<file path="config.mk">
export PLATFORM = sky130hd
export DESIGN_NAME = lsu_bus_if
export DESIGN_NICKNAME = d
export VERILOG_FILES = /design/src/rtl/lsu_pkg.sv /design/src/rtl/lsu_align.sv /design/src/rtl/lsu_bus_if.sv
export SDC_FILE = /design/constraint.sdc
export NUM_CORES = 1
export LEC_CHECK = 0
export CAP_MARGIN = 5
export CORE_ASPECT_RATIO = 1.2
export CORE_MARGIN = 10
export CORE_UTILIZATION = 40
export CTS_CLUSTER_SIZE = 25
export DETAILED_ROUTE_END_ITERATION = 10
export PLACE_DENSITY_LB_ADDON = 0.3
export SLEW_MARGIN = 15
export SYNTH_ARGS = -nofsm -noshare
export SYNTH_HDL_FRONTEND = slang
export SYNTH_SLANG_ARGS = --single-unit
</file>
<file path="constraint.sdc">
create_clock -name clk_i -period 4.96 [get_ports clk_i]
set_clock_uncertainty 0.15 [all_clocks]
set_input_delay 0.992 -clock clk_i [delete_from_list [all_inputs] [get_ports clk_i]]
set_output_delay 0.992 -clock clk_i [all_outputs]
set_load 0.005 [all_outputs]
</file>
<file path="src/rtl/lsu_pkg.sv">
// rtl/lsu_pkg.sv - shared constants and types for the load/store bus interface
//
// Purpose: RV32I funct3 encodings, FSM state encoding, byte-strobe patterns
// and the response-timeout counter width used by lsu_bus_if and lsu_align.
// Ports: none (package).
package lsu_pkg;

   localparam logic [2:0] F3_B  = 3'b000;
   localparam logic [2:0] F3_H  = 3'b001;
   localparam logic [2:0] F3_W  = 3'b010;
   localparam logic [2:0] F3_BU = 3'b100;
   localparam logic [2:0] F3_HU = 3'b101;

   typedef enum logic [1:0] {
      IDLE = 2'd0,
      ADDR = 2'd1,
      RESP = 2'd2,
      ERR  = 2'd3
   } lsu_state_e;

   localparam logic [3:0] STRB_NONE    = 4'b0000;
   localparam logic [3:0] STRB_BYTE    = 4'b0001;
   localparam logic [3:0] STRB_HALF_LO = 4'b0011;
   localparam logic [3:0] STRB_HALF_HI = 4'b1100;
   localparam logic [3:0] STRB_WORD    = 4'b1111;

   localparam int TO_CNT_W = 8;

endpackage

</file>
<file path="src/rtl/lsu_align.sv">
// rtl/lsu_align.sv - combinational byte-lane alignment for RV32I loads/stores
//
// Purpose: request-side legality check plus store strobe/lane replication,
// and response-side lane select with sign/zero extension.
// Ports:
//   st_store_i, st_funct3_i, st_off_i, st_wdata_i : incoming request
//   st_wstrb_o, st_wdata_o                        : bus strobes / lane data
//   st_bad_o                                      : illegal funct3 or misaligned
//   ld_funct3_i, ld_off_i                         : latched load op and offset
//   ld_rdata_i                                    : raw bus read word
//   ld_data_o                                     : extended load result
module lsu_align
   import lsu_pkg::*;
(
   input  logic        st_store_i,
   input  logic [2:0]  st_funct3_i,
   input  logic [1:0]  st_off_i,
   input  logic [31:0] st_wdata_i,
   output logic [3:0]  st_wstrb_o,
   output logic [31:0] st_wdata_o,
   output logic        st_bad_o,
   input  logic [2:0]  ld_funct3_i,
   input  logic [1:0]  ld_off_i,
   input  logic [31:0] ld_rdata_i,
   output logic [31:0] ld_data_o
);

   logic [31:0] ld_shift;
   logic        ld_sext;

   always_comb begin
      st_bad_o   = 1'b0;
      st_wstrb_o = STRB_NONE;
      st_wdata_o = '0;
      case (st_funct3_i)
         F3_B: begin
            st_wstrb_o = STRB_BYTE << st_off_i;
            st_wdata_o = {4{st_wdata_i[7:0]}};
         end
         F3_H: begin
            st_bad_o   = st_off_i[0];
            st_wstrb_o = st_off_i[1] ? STRB_HALF_HI : STRB_HALF_LO;
            st_wdata_o = {2{st_wdata_i[15:0]}};
         end
         F3_W: begin
            st_bad_o   = |st_off_i;
            st_wstrb_o = STRB_WORD;
            st_wdata_o = st_wdata_i;
         end
         // Unsigned variants exist only for loads.
         F3_BU: st_bad_o = st_store_i;
         F3_HU: st_bad_o = st_store_i | st_off_i[0];
         default: st_bad_o = 1'b1;
      endcase
      // Loads never drive strobes or write data onto the bus.
      if (!st_store_i) begin
         st_wstrb_o = STRB_NONE;
         st_wdata_o = '0;
      end
   end

   always_comb begin
      ld_shift = ld_rdata_i >> {ld_off_i, 3'b000};
      ld_sext  = ~ld_funct3_i[2];
      case (ld_funct3_i[1:0])
         2'b00:   ld_data_o = {{24{ld_shift[7] & ld_sext}}, ld_shift[7:0]};
         2'b01:   ld_data_o = {{16{ld_shift[15] & ld_sext}}, ld_shift[15:0]};
         default: ld_data_o = ld_shift;
      endcase
   end

endmodule

</file>
<file path="src/rtl/lsu_bus_if.sv">
// rtl/lsu_bus_if.sv - handshaked load/store bus master for the RV32I memory stage
//
// Purpose: accepts one load/store at a time, issues an aligned bus request,
// waits for the response (with timeout) and returns extended write-back data.
// Ports:
//   clk_i, rst_ni                     : clock, async active-low reset
//   req_valid_i/req_ready_o           : core request handshake
//   req_store_i, req_funct3_i,
//   req_addr_i, req_wdata_i           : request fields
//   resp_valid_o, resp_rdata_o,
//   resp_err_o                        : one-cycle completion pulse and result
//   stall_o                           : core hold while an op is outstanding
//   bus_req_valid_o/bus_req_ready_i   : bus request handshake
//   bus_we_o, bus_addr_o, bus_wstrb_o,
//   bus_wdata_o                       : bus request fields
//   bus_rsp_valid_i, bus_rsp_rdata_i,
//   bus_rsp_err_i                     : bus response
module lsu_bus_if
   import lsu_pkg::*;
#(
   parameter int ADDR_WIDTH     = 32,
   parameter int DATA_WIDTH     = 32,
   parameter int TIMEOUT_CYCLES = 255
) (
   input  logic                  clk_i,
   input  logic                  rst_ni,
   input  logic                  req_valid_i,
   output logic                  req_ready_o,
   input  logic                  req_store_i,
   input  logic [2:0]            req_funct3_i,
   input  logic [ADDR_WIDTH-1:0] req_addr_i,
   input  logic [DATA_WIDTH-1:0] req_wdata_i,
   output logic                  resp_valid_o,
   output logic [DATA_WIDTH-1:0] resp_rdata_o,
   output logic                  resp_err_o,
   output logic                  stall_o,
   output logic                  bus_req_valid_o,
   input  logic                  bus_req_ready_i,
   output logic                  bus_we_o,
   output logic [ADDR_WIDTH-1:0] bus_addr_o,
   output logic [3:0]            bus_wstrb_o,
   output logic [DATA_WIDTH-1:0] bus_wdata_o,
   input  logic                  bus_rsp_valid_i,
   input  logic [DATA_WIDTH-1:0] bus_rsp_rdata_i,
   input  logic                  bus_rsp_err_i
);

   // Last RESP cycle index before the timeout response is produced.
   localparam logic [TO_CNT_W-1:0] TO_LAST = TO_CNT_W'(TIMEOUT_CYCLES - 1);

   lsu_state_e            state_q;
   logic [TO_CNT_W-1:0]   cnt_q;
   logic                  store_q;
   logic [2:0]            funct3_q;
   logic [1:0]            off_q;
   logic                  bus_req_valid_q;
   logic                  bus_we_q;
   logic [ADDR_WIDTH-1:0] bus_addr_q;
   logic [3:0]            bus_wstrb_q;
   logic [DATA_WIDTH-1:0] bus_wdata_q;
   logic                  resp_valid_q;
   logic [DATA_WIDTH-1:0] resp_rdata_q;
   logic                  resp_err_q;

   logic [3:0]            al_wstrb;
   logic [DATA_WIDTH-1:0] al_wdata;
   logic                  al_bad;
   logic [DATA_WIDTH-1:0] al_ldata;

   lsu_align u_align (
      .st_store_i  (req_store_i),
      .st_funct3_i (req_funct3_i),
      .st_off_i    (req_addr_i[1:0]),
      .st_wdata_i  (req_wdata_i),
      .st_wstrb_o  (al_wstrb),
      .st_wdata_o  (al_wdata),
      .st_bad_o    (al_bad),
      .ld_funct3_i (funct3_q),
      .ld_off_i    (off_q),
      .ld_rdata_i  (bus_rsp_rdata_i),
      .ld_data_o   (al_ldata)
   );

   always_ff @(posedge clk_i or negedge rst_ni) begin
      if (!rst_ni) begin
         state_q         <= IDLE;
         cnt_q           <= '0;
         store_q         <= 1'b0;
         funct3_q        <= '0;
         off_q           <= '0;
         bus_req_valid_q <= 1'b0;
         bus_we_q        <= 1'b0;
         bus_addr_q      <= '0;
         bus_wstrb_q     <= '0;
         bus_wdata_q     <= '0;
         resp_valid_q    <= 1'b0;
         resp_rdata_q    <= '0;
         resp_err_q      <= 1'b0;
      end else begin
         // Response outputs are single-cycle; cleared unless set below.
         resp_valid_q <= 1'b0;
         resp_rdata_q <= '0;
         resp_err_q   <= 1'b0;
         case (state_q)
            IDLE: begin
               if (req_valid_i) begin
                  cnt_q <= '0;
                  if (al_bad) begin
                     state_q      <= ERR;
                     resp_valid_q <= 1'b1;
                     resp_err_q   <= 1'b1;
                  end else begin
                     state_q         <= ADDR;
                     bus_req_valid_q <= 1'b1;
                     bus_we_q        <= req_store_i;
                     bus_addr_q      <= {req_addr_i[ADDR_WIDTH-1:2], 2'b00};
                     bus_wstrb_q     <= al_wstrb;
                     bus_wdata_q     <= al_wdata;
                     store_q         <= req_store_i;
                     funct3_q        <= req_funct3_i;
                     off_q           <= req_addr_i[1:0];
                  end
               end
            end
            ADDR: begin
               if (bus_req_ready_i) begin
                  bus_req_valid_q <= 1'b0;
                  state_q         <= RESP;
               end
            end
            RESP: begin
               if (bus_rsp_valid_i) begin
                  state_q      <= IDLE;
                  resp_valid_q <= 1'b1;
                  resp_err_q   <= bus_rsp_err_i;
                  resp_rdata_q <= (store_q || bus_rsp_err_i) ? '0 : al_ldata;
               end else if (cnt_q == TO_LAST) begin
                  state_q      <= IDLE;
                  resp_valid_q <= 1'b1;
                  resp_err_q   <= 1'b1;
               end else begin
                  cnt_q <= cnt_q + 1'b1;
               end
            end
            ERR: state_q <= IDLE;
            default: state_q <= IDLE;
         endcase
      end
   end

   assign req_ready_o     = (state_q == IDLE);
   // Stall covers the accept cycle itself so the core holds PC immediately.
   assign stall_o         = ((state_q == IDLE) && req_valid_i) ||
                            (state_q == ADDR) || (state_q == RESP);
   assign resp_valid_o    = resp_valid_q;
   assign resp_rdata_o    = resp_rdata_q;
   assign resp_err_o      = resp_err_q;
   assign bus_req_valid_o = bus_req_valid_q;
   assign bus_we_o        = bus_we_q;
   assign bus_addr_o      = bus_addr_q;
   assign bus_wstrb_o     = bus_wstrb_q;
   assign bus_wdata_o     = bus_wdata_q;

endmodule

</file>
## Yosys cells after proc, flatten, opt, wreduce, memory -nomap -nowiden

Cells that the tools add are included.

- Add/subtract/negate cells: 1
- Equality and inequality tests: 15
- Shift-type cells: 2
- Multiplexer cells: 31
- Bitwise gates (word level): 5
- Reductions and logical operators: 14

Operators by type and width:

| cell | number |
|---|---|
| $mux 32 | 4 |
| $pmux 32 s3 | 1 |
| $pmux 32 s2 | 1 |
| $shr 32x5->32 | 1 |
| $mux 8 | 3 |
| $pmux 8 s2 | 1 |
| $pmux 4 s3 | 1 |
| $mux 2 | 5 |
| $ne 2x2->1 const B | 5 |
| $add 8x1->8 const B | 1 |
| $eq 8x8->1 const B | 1 |
| $mux 1 | 8 |
| $mux 4 | 2 |
| $pmux 2 s4 | 1 |
| $reduce_and 4->1 | 2 |
| $eq 3x3->1 const B | 2 |
| $pmux 1 s2 | 3 |
| $reduce_and 3->1 | 2 |
| $pmux 1 s5 | 1 |
| $eq 2x1->1 const B | 2 |
| $eq 2x2->1 const B | 2 |
| $logic_not 2->1 | 2 |
| $reduce_bool 2->1 | 2 |
| $shl 1x2->4 const A | 1 |
| 10 further kinds | 14 |

- Flip-flop bits (word level): 117
- Input bits: 106
- Output and inout bits: 106
- Word-level logic and storage cells: 80

## Depth between registers and ports, before layout

Gate-level depths: netlist (run 1).

- Depth in word-level cells: 6
- Gate-level depth with buffers: 7

## By module

Synthesis (run 1) repeated with hierarchy kept, for this count alone.

- Cells, all modules: 513
- Area total of the unflattened synthesis: 5,711.7 sq um

Modules (own cells, without submodules):

| module | instances | cells each | area an instance (sq um) |
|---|---|---|---|
| lsu_bus_if | 1 | 308 | 4,475.5 |
| lsu_align | 1 | 205 | 1,236.2 |

## Worst setup path after synthesis (run 1)

OpenSTA, ideal clock, no wires.

- Kind: input to output
- From: input port req_valid_i
- To: output port stall_o
- Arrival time: 1.171 ns
- Required time: 3.818 ns
- Slack: 2.647 ns
- Stages on the path: 2
- Cells stage by stage: nor3_1 > a21oi_1

- Longest elaborated chain between the ends: 3

Ends and longest elaborated chain:

| item | line | RTL |
|---|---|---|
| from (decl) | lsu_bus_if.sv:27 | `input logic req_valid_i,` |
| $logic_and 1x1->1 | lsu_bus_if.sv:153 | `assign stall_o = ((state_q == IDLE) && req_valid_i) \|\|` |
| $logic_or 1x1->1 | lsu_bus_if.sv:153 |  |
| $logic_or 1x1->1 | lsu_bus_if.sv:154 | `(state_q == ADDR) \|\| (state_q == RESP);` |
| to (decl) | lsu_bus_if.sv:36 | `output logic stall_o,` |

Every way passes these cells.

## Worst setup path in the final report (run 1)

Ends and elaborated chain as after synthesis.

==> flow_metrics.env, run 1 <==
export IMPL_p_sw_frac=0.305
export IMPL_wl_met1_um=6470
export IMPL_cp_top_family="buffers and inverters"
export IMPL_wirelength_um=16800
export IMPL_drv_cap=0
export IMPL_met3WireLength_um=1650
export IMPL_synth_edf_count=0
export IMPL_yosysWarnings=0
export IMPL_max_clock_path_buffers=2
export IMPL_area_growth_synth_to_final_pct=52.7
export IMPL_crit_top_cell="clkdlybuf4s50_1"
export IMPL_r2r_start="off_q[1]"
export IMPL_cts_tree="done"
export IMPL_netlist_area_um2=5370
export IMPL_vdd_ir_drop_max_mv=0.264
export IMPL_hpwlAfterDp_um=12800
export IMPL_row_count=46
export IMPL_worstSetupPathType="input port to output port"
export IMPL_pwr_share_seq=0.361
export IMPL_antenna_found_initial=0
export IMPL_clock_sinks=117
export IMPL_critPathCaptureType="output port"
export IMPL_power_switching_w=0.00124
export IMPL_insertion_delay_ns=0.40
export IMPL_num_vias=4509
export IMPL_worstMarginPinSlew_ns=1.05
export IMPL_layout_commonest_cell="clkdlybuf4s50_1"
export IMPL_holdPathEnd="bus_wdata_o[7]"
export IMPL_run_status="finished clean"
export IMPL_ys_ff_latch=117
export IMPL_power_frac_comb=0.332
export IMPL_crit_arrival_ns=2.26
export IMPL_yosysSeqAreaShare=0.546
export IMPL_drt_first_pass_iters=4
export IMPL_fp_dieW_um=126
export IMPL_min_from="bus_wdata_o[7]"
export IMPL_cp_start_kind="input port"
export IMPL_cp_max_fo=5
export IMPL_drv_slew=0
export IMPL_cp_slowest_cell="clkdlybuf4s50_1"
export IMPL_crit_chain="clkdlybuf4s50_1, nor3_1, a21oi_1, clkdlybuf4s50_1"
export IMPL_start_util=0.407
export IMPL_postCtsSetupBuffers=0
export IMPL_hold_path_class="register to register"
export IMPL_crit_required_ns=3.82
export IMPL_fin_tns_setup_ns=0
export IMPL_async_flop_share=1.00
export IMPL_fp_dieArea_um2=18500
export IMPL_drive_gt1_frac=0.0723
export IMPL_wl_per_cell_um=19.3
export IMPL_max_freq_mhz=294
export IMPL_post_route_min_period_ns=3.40
export IMPL_synth_cells=491
export IMPL_mostFrequentLayoutCells="clkdlybuf4s50_1, dfrtp_1, nand2_1, mux2_1, a21oi_1"
export IMPL_gp_congestion=0.863
export IMPL_setup_violations=0
export IMPL_clk_pin_slew_ns=0.06
export IMPL_htree_levels=4
export IMPL_postCtsResizedCells=0
export IMPL_p_leak_nw=3.52
export IMPL_die_y_um=147
export IMPL_fin_crit_sh=0.686
export IMPL_hold_violations=0
export IMPL_finalPower_w=0.00408
export IMPL_slew_headroom=0.303
export IMPL_top_layer="met4"
export IMPL_slowest_delay_ns=0.53
export IMPL_first_global_vias=4864
export IMPL_post_drt_via_cell_ratio=5.16
export IMPL_ant_nets=0
export IMPL_r2r_cells=4
export IMPL_grt_pass1_wl_um=27000
export IMPL_r2r_setup_slack_ns=2.33
export IMPL_drcViolationCount=0
export IMPL_dr_wl_met2_um=8440
export IMPL_io_buffers=209
export IMPL_io_pins=212
export IMPL_cp_num_buf_inv=2
export IMPL_p_per_area_nw_per_um2=498
export IMPL_grt_ovfl_total=0
export IMPL_yosysUniqueCellTypes=52
export IMPL_synthFlopType="dfrtp_1"
export IMPL_cts_made_buffers=17
export IMPL_drt_initial_drc_count=317
export IMPL_rsz0062_at_grt="no"
export IMPL_diodes=0
export IMPL_power_frac_clock=0.306
export IMPL_grt_max_degree=84
export IMPL_hold_buffers=0
export IMPL_r2r_end="resp_rdata_o[16]"
export IMPL_worstHoldPathCells=2
export IMPL_internal_power_w=0.00283
export IMPL_cts_root_buf="clkbuf_16"
export IMPL_postSynthAreaPerCell_um2=10.9
export IMPL_nNetsFinal=801
export IMPL_core_um2=13200
export IMPL_grt_usage=0.182
==> logic make-up after synthesis <==
logic type,synth area share
other cells,0.000699
mux,0.127
fa+ha+maj,0.00466
flops,0.546
compound gates,0.156
simple gates,0.126
xor+xnor,0.00490
buf+inv,0.0354
==> final cells by class <==
cell class,count,area [um2]
fillers,1119,4990
flip-flops and latches,117,2930
inverters,4,15.0
well taps,168,210
clock buffers,17,425
clock inverters,14,179
multi-input cells,335,2260
repair buffers,218,2180
==> flip-flops by register name (all words and copies together), names as in the netlist <==
name             flops
resp_rdata_o        32
bus_we_o             1
bus_wstrb_o          4
cnt_q                8
funct3_q             3
bus_req_valid_o      1
off_q                2
resp_valid_o         1
bus_wdata_o         32
bus_addr_o          30
state_q              2
resp_err_o           1
==> power by group through the flow <==
stage / sequential [W] / clock (W) / combinational, W
2_1_floorplan: 0.00142 / 0 / 0.000611
3_3_place_gp: 0.00147 / 0 / 0.00133
3_5_place_dp: 0.00149 / 0 / 0.00137
4_1_cts: 0.00148 / 0.00127 / 0.00138
5_1_grt: 0.00152 / 0.00132 / 0.00148
6_report: 0.00147 / 0.00125 / 0.00136
==> per-stage QoR <==
stage / hold slack (ns) / setup slack (ns) / util / cells / area, um2
after global routing: 0.358 / 1.48 / 0.622 / 873 / 8190
after CTS: 0.337 / 1.55 / 0.620 / 872 / 8170
final: 0.327 / 1.56 / 0.622 / 873 / 8190
after detailed placement: 0.322 / 1.56 / 0.574 / 841 / 7560
after global placement: 0.310 / 1.55 / 0.574 / 841 / 7560
after floorplan: 0.321 / 2.65 / - / 492 / 5370
==> routing by layer <==
layer,global-route usage,vias to the layer above
li1,-,2154
met1,0.199,2141
met2,0.309,195
met3,0.0846,19
met4,0.0530,0
met5,0,-
==> synthesized netlist by cell type (2+ instances only) <==
master / n / share of area
a21o_1: 8 / 0.011
o21ai_0: 30 / 0.028
nand3_1: 5 / 0.0047
and2_1: 8 / 0.0093
mux2_1: 36 / 0.076
o211ai_1: 3 / 0.0042
a211oi_1: 15 / 0.021
nand2b_1: 4 / 0.0047
buf_2: 8 / 0.0075
a21oi_1: 34 / 0.032
ha_1: 2 / 0.0047
dfrtp_1: 117 / 0.55
buf_6: 2 / 0.0042
xor2_1: 2 / 0.0033
nand2_1: 52 / 0.036
clkbuf_1: 21 / 0.015
nor2_1: 28 / 0.020
mux2i_1: 26 / 0.048
o31ai_1: 30 / 0.042
inv_1: 4 / 0.0028
nor3_1: 5 / 0.0047
nor2b_1: 18 / 0.021
buf_4: 4 / 0.0056
==> how the worst max path moves through the flow <==
stage                           start      end  cells past startpoint
after CTS                 req_valid_i  stall_o                      4
after global routing      req_valid_i  stall_o                      4
after global placement    req_valid_i  stall_o                      4
after detailed placement  req_valid_i  stall_o                      4
after floorplan           req_valid_i  stall_o                      2
final                     req_valid_i  stall_o                      4
==> worst reg2reg max path, cell delays in order, from the launching register on <==
cell and delay, ns:
dfrtp_1 1.03, mux2i_1 0.36, nor2_1 0.12, o311ai_2 0.57
o21ai_0 0.22
No activity file was read; power rests on OpenSTA's default activity.
==> run 2: changes to the inputs <==
==> constraint.sdc (replaced) <==
create_clock -name clk_i -period 3.1 [get_ports clk_i]
set_clock_uncertainty 0.15 [all_clocks]
set_input_delay 0.62 -clock clk_i [delete_from_list [all_inputs] [get_ports clk_i]]
set_output_delay 0.62 -clock clk_i [all_outputs]
set_load 0.005 [all_outputs]
==> run 2 against run 1 <==
  * Final area up 0.14%
  * Final cell count up 0.69%
  * Critical path type unchanged
  * Largest power group unchanged
  * Highest routed layer unchanged
  * Worst setup slack lost 1.2 ns
  * Sequential power rose by 57%
==> flow_metrics.env, run 2 (same netlist as run 1, synthesis figures left out) <==
export IMPL_drv_slew=0
export IMPL_drt_initial_drc_count=364
export IMPL_drive_gt1_frac=0.0802
export IMPL_drv_cap=0
export IMPL_drcViolationCount=0
export IMPL_crit_required_ns=2.33
export IMPL_crit_chain="clkdlybuf4s50_1, nor3_1, a21oi_1, clkdlybuf4s50_1"
export IMPL_hold_path_class="input port to async pin"
export IMPL_clock_sinks=117
export IMPL_grt_max_degree=58
export IMPL_post_drt_via_cell_ratio=5.20
export IMPL_cts_root_buf="clkbuf_16"
export IMPL_crit_arrival_ns=1.93
export IMPL_setup_violations=0
export IMPL_fin_crit_sh=0.871
export IMPL_io_pins=212
export IMPL_htree_levels=4
export IMPL_fp_dieW_um=126
export IMPL_worstSetupPathType="input port to output port"
export IMPL_num_fill_cells=1078
export IMPL_postCtsResizedCells=0
export IMPL_max_freq_mhz=371
export IMPL_drt_first_pass_iters=4
export IMPL_first_global_vias=4837
export IMPL_grt_pass1_wl_um=26600
export IMPL_die_y_um=147
export IMPL_cts_made_buffers=17
export IMPL_row_count=46
export IMPL_r2r_cells=3
export IMPL_antenna_found_initial=0
export IMPL_num_vias=4572
export IMPL_mostFrequentLayoutCells="clkdlybuf4s50_1, dfrtp_1, nand2_1, mux2_1, a21oi_1"
export IMPL_p_per_area_nw_per_um2=786
export IMPL_endpoint="stall_o"
export IMPL_core_um2=13200
export IMPL_dpl_instance_area_um2=7630
export IMPL_holdWs_ns=0.136
export IMPL_hpwlAfterDp_um=12900
export IMPL_nNetsFinal=807
export IMPL_cp_start_kind="input port"
export IMPL_vdd_ir_drop_max_mv=0.376
export IMPL_postCtsSetupBuffers=0
export IMPL_slew_headroom=0.499
export IMPL_wirelength_um=17000
export IMPL_cp_max_fo=5
export IMPL_hold_buffers=0
export IMPL_r2r_start="state_q[0]"
export IMPL_clk_pin_slew_ns=0.06
export IMPL_ant_nets=0
export IMPL_hold_violations=0
export IMPL_max_clock_path_buffers=2
export IMPL_design_area_um2=8210
export IMPL_grt_ovfl_total=0
export IMPL_insertion_delay_ns=0.41
export IMPL_critPathLaunch="req_valid_i"
export IMPL_io_buffers=209
export IMPL_grt_usage=0.180
export IMPL_r2r_setup_slack_ns=0.98
export IMPL_critPathCaptureType="output port"
export IMPL_run_status="finished clean"
export IMPL_place_ws_ns=0.236
export IMPL_cts_tree="done"
export IMPL_crit_top_cell="clkdlybuf4s50_1"
export IMPL_fp_dieArea_um2=18500
export IMPL_cp_slowest_cell="clkdlybuf4s50_1"
export IMPL_rsz0062_at_grt="no"
export IMPL_post_route_min_period_ns=2.70
export IMPL_wl_per_cell_um=19.3
export IMPL_gp_congestion=0.915
export IMPL_setup_slack_ns=0.401
export IMPL_area_growth_synth_to_final_pct=52.9
export IMPL_diodes=0
export IMPL_fin_tns_setup_ns=0
export IMPL_worstMarginPinSlew_ns=0.751
export IMPL_r2r_end="resp_rdata_o[6]"
export IMPL_layout_commonest_cell="clkdlybuf4s50_1"
export IMPL_start_util=0.407
export IMPL_slowest_delay_ns=0.57
export IMPL_p_leak_nw=3.55
run 2: metrics by stage:
stage / total power (W) / std cells / util
6_report: 0.00645 / 879 / 0.623
5_1_grt: 0.00682 / 879 / 0.623
4_1_cts: 0.00652 / 879 / 0.623
3_5_place_dp: 0.00458 / 848 / 0.579
3_3_place_gp: 0.00450 / 848 / 0.579
2_1_floorplan: 0.00325 / 492 / -
run 2: metal layers:
layer	global-route usage	part of all wire	up-vias	routed length, um
met5	0	0	-	0
met1	0.199	0.39	2216	6680
met2	0.309	0.51	178	8610
met4	0.0519	0.012	0	196
met3	0.0752	0.088	13	1490
li1	-	-	2165	-
run 2: layout make-up:
type / count / area (um2) / share of cell area
inverters: 4 / 15.0 / 0.00183
clock inverters: 14 / 153 / 0.0186
flip-flops and latches: 117 / 2930 / 0.357
repair buffers: 224 / 2210 / 0.270
well taps: 168 / 210 / 0.0256
clock buffers: 17 / 425 / 0.0518
multi-input cells: 335 / 2260 / 0.275
run 2: critical path, delay by kind of cell:
family,cells,cell delay (ns)
compound gates,1,0.13
buf+inv,2,1.11
simple gates,1,0.07
run 2: where the power goes:
part / internal [W] / switching, W / total, W / leakage [nW]
sequential: 0.00199 / 0.000324 / 0.00231 / 1.54
clock: 0.00119 / 0.000730 / 0.00192 / 0.284
combinational: 0.00129 / 0.000930 / 0.00222 / 1.73
run 2: worst min-delay path by stage:
| stage | endpoint | startpoint | cells after the start | slack [ns] |
|---|---|---|---|---|
| finish | bus_addr_o[16] | rst_ni | 1 | 0.14 |
| global route | bus_addr_o[14] | rst_ni | 1 | 0.19 |
| CTS | bus_addr_o[14] | rst_ni | 1 | 0.15 |
| detailed placement | bus_wdata_o[18] | bus_wdata_o[18] | 2 | 0.32 |
| global placement | bus_wdata_o[8] | bus_wdata_o[8] | 2 | 0.31 |
| floorplan | bus_addr_o[10] | rst_ni | 0 | 0.17 |
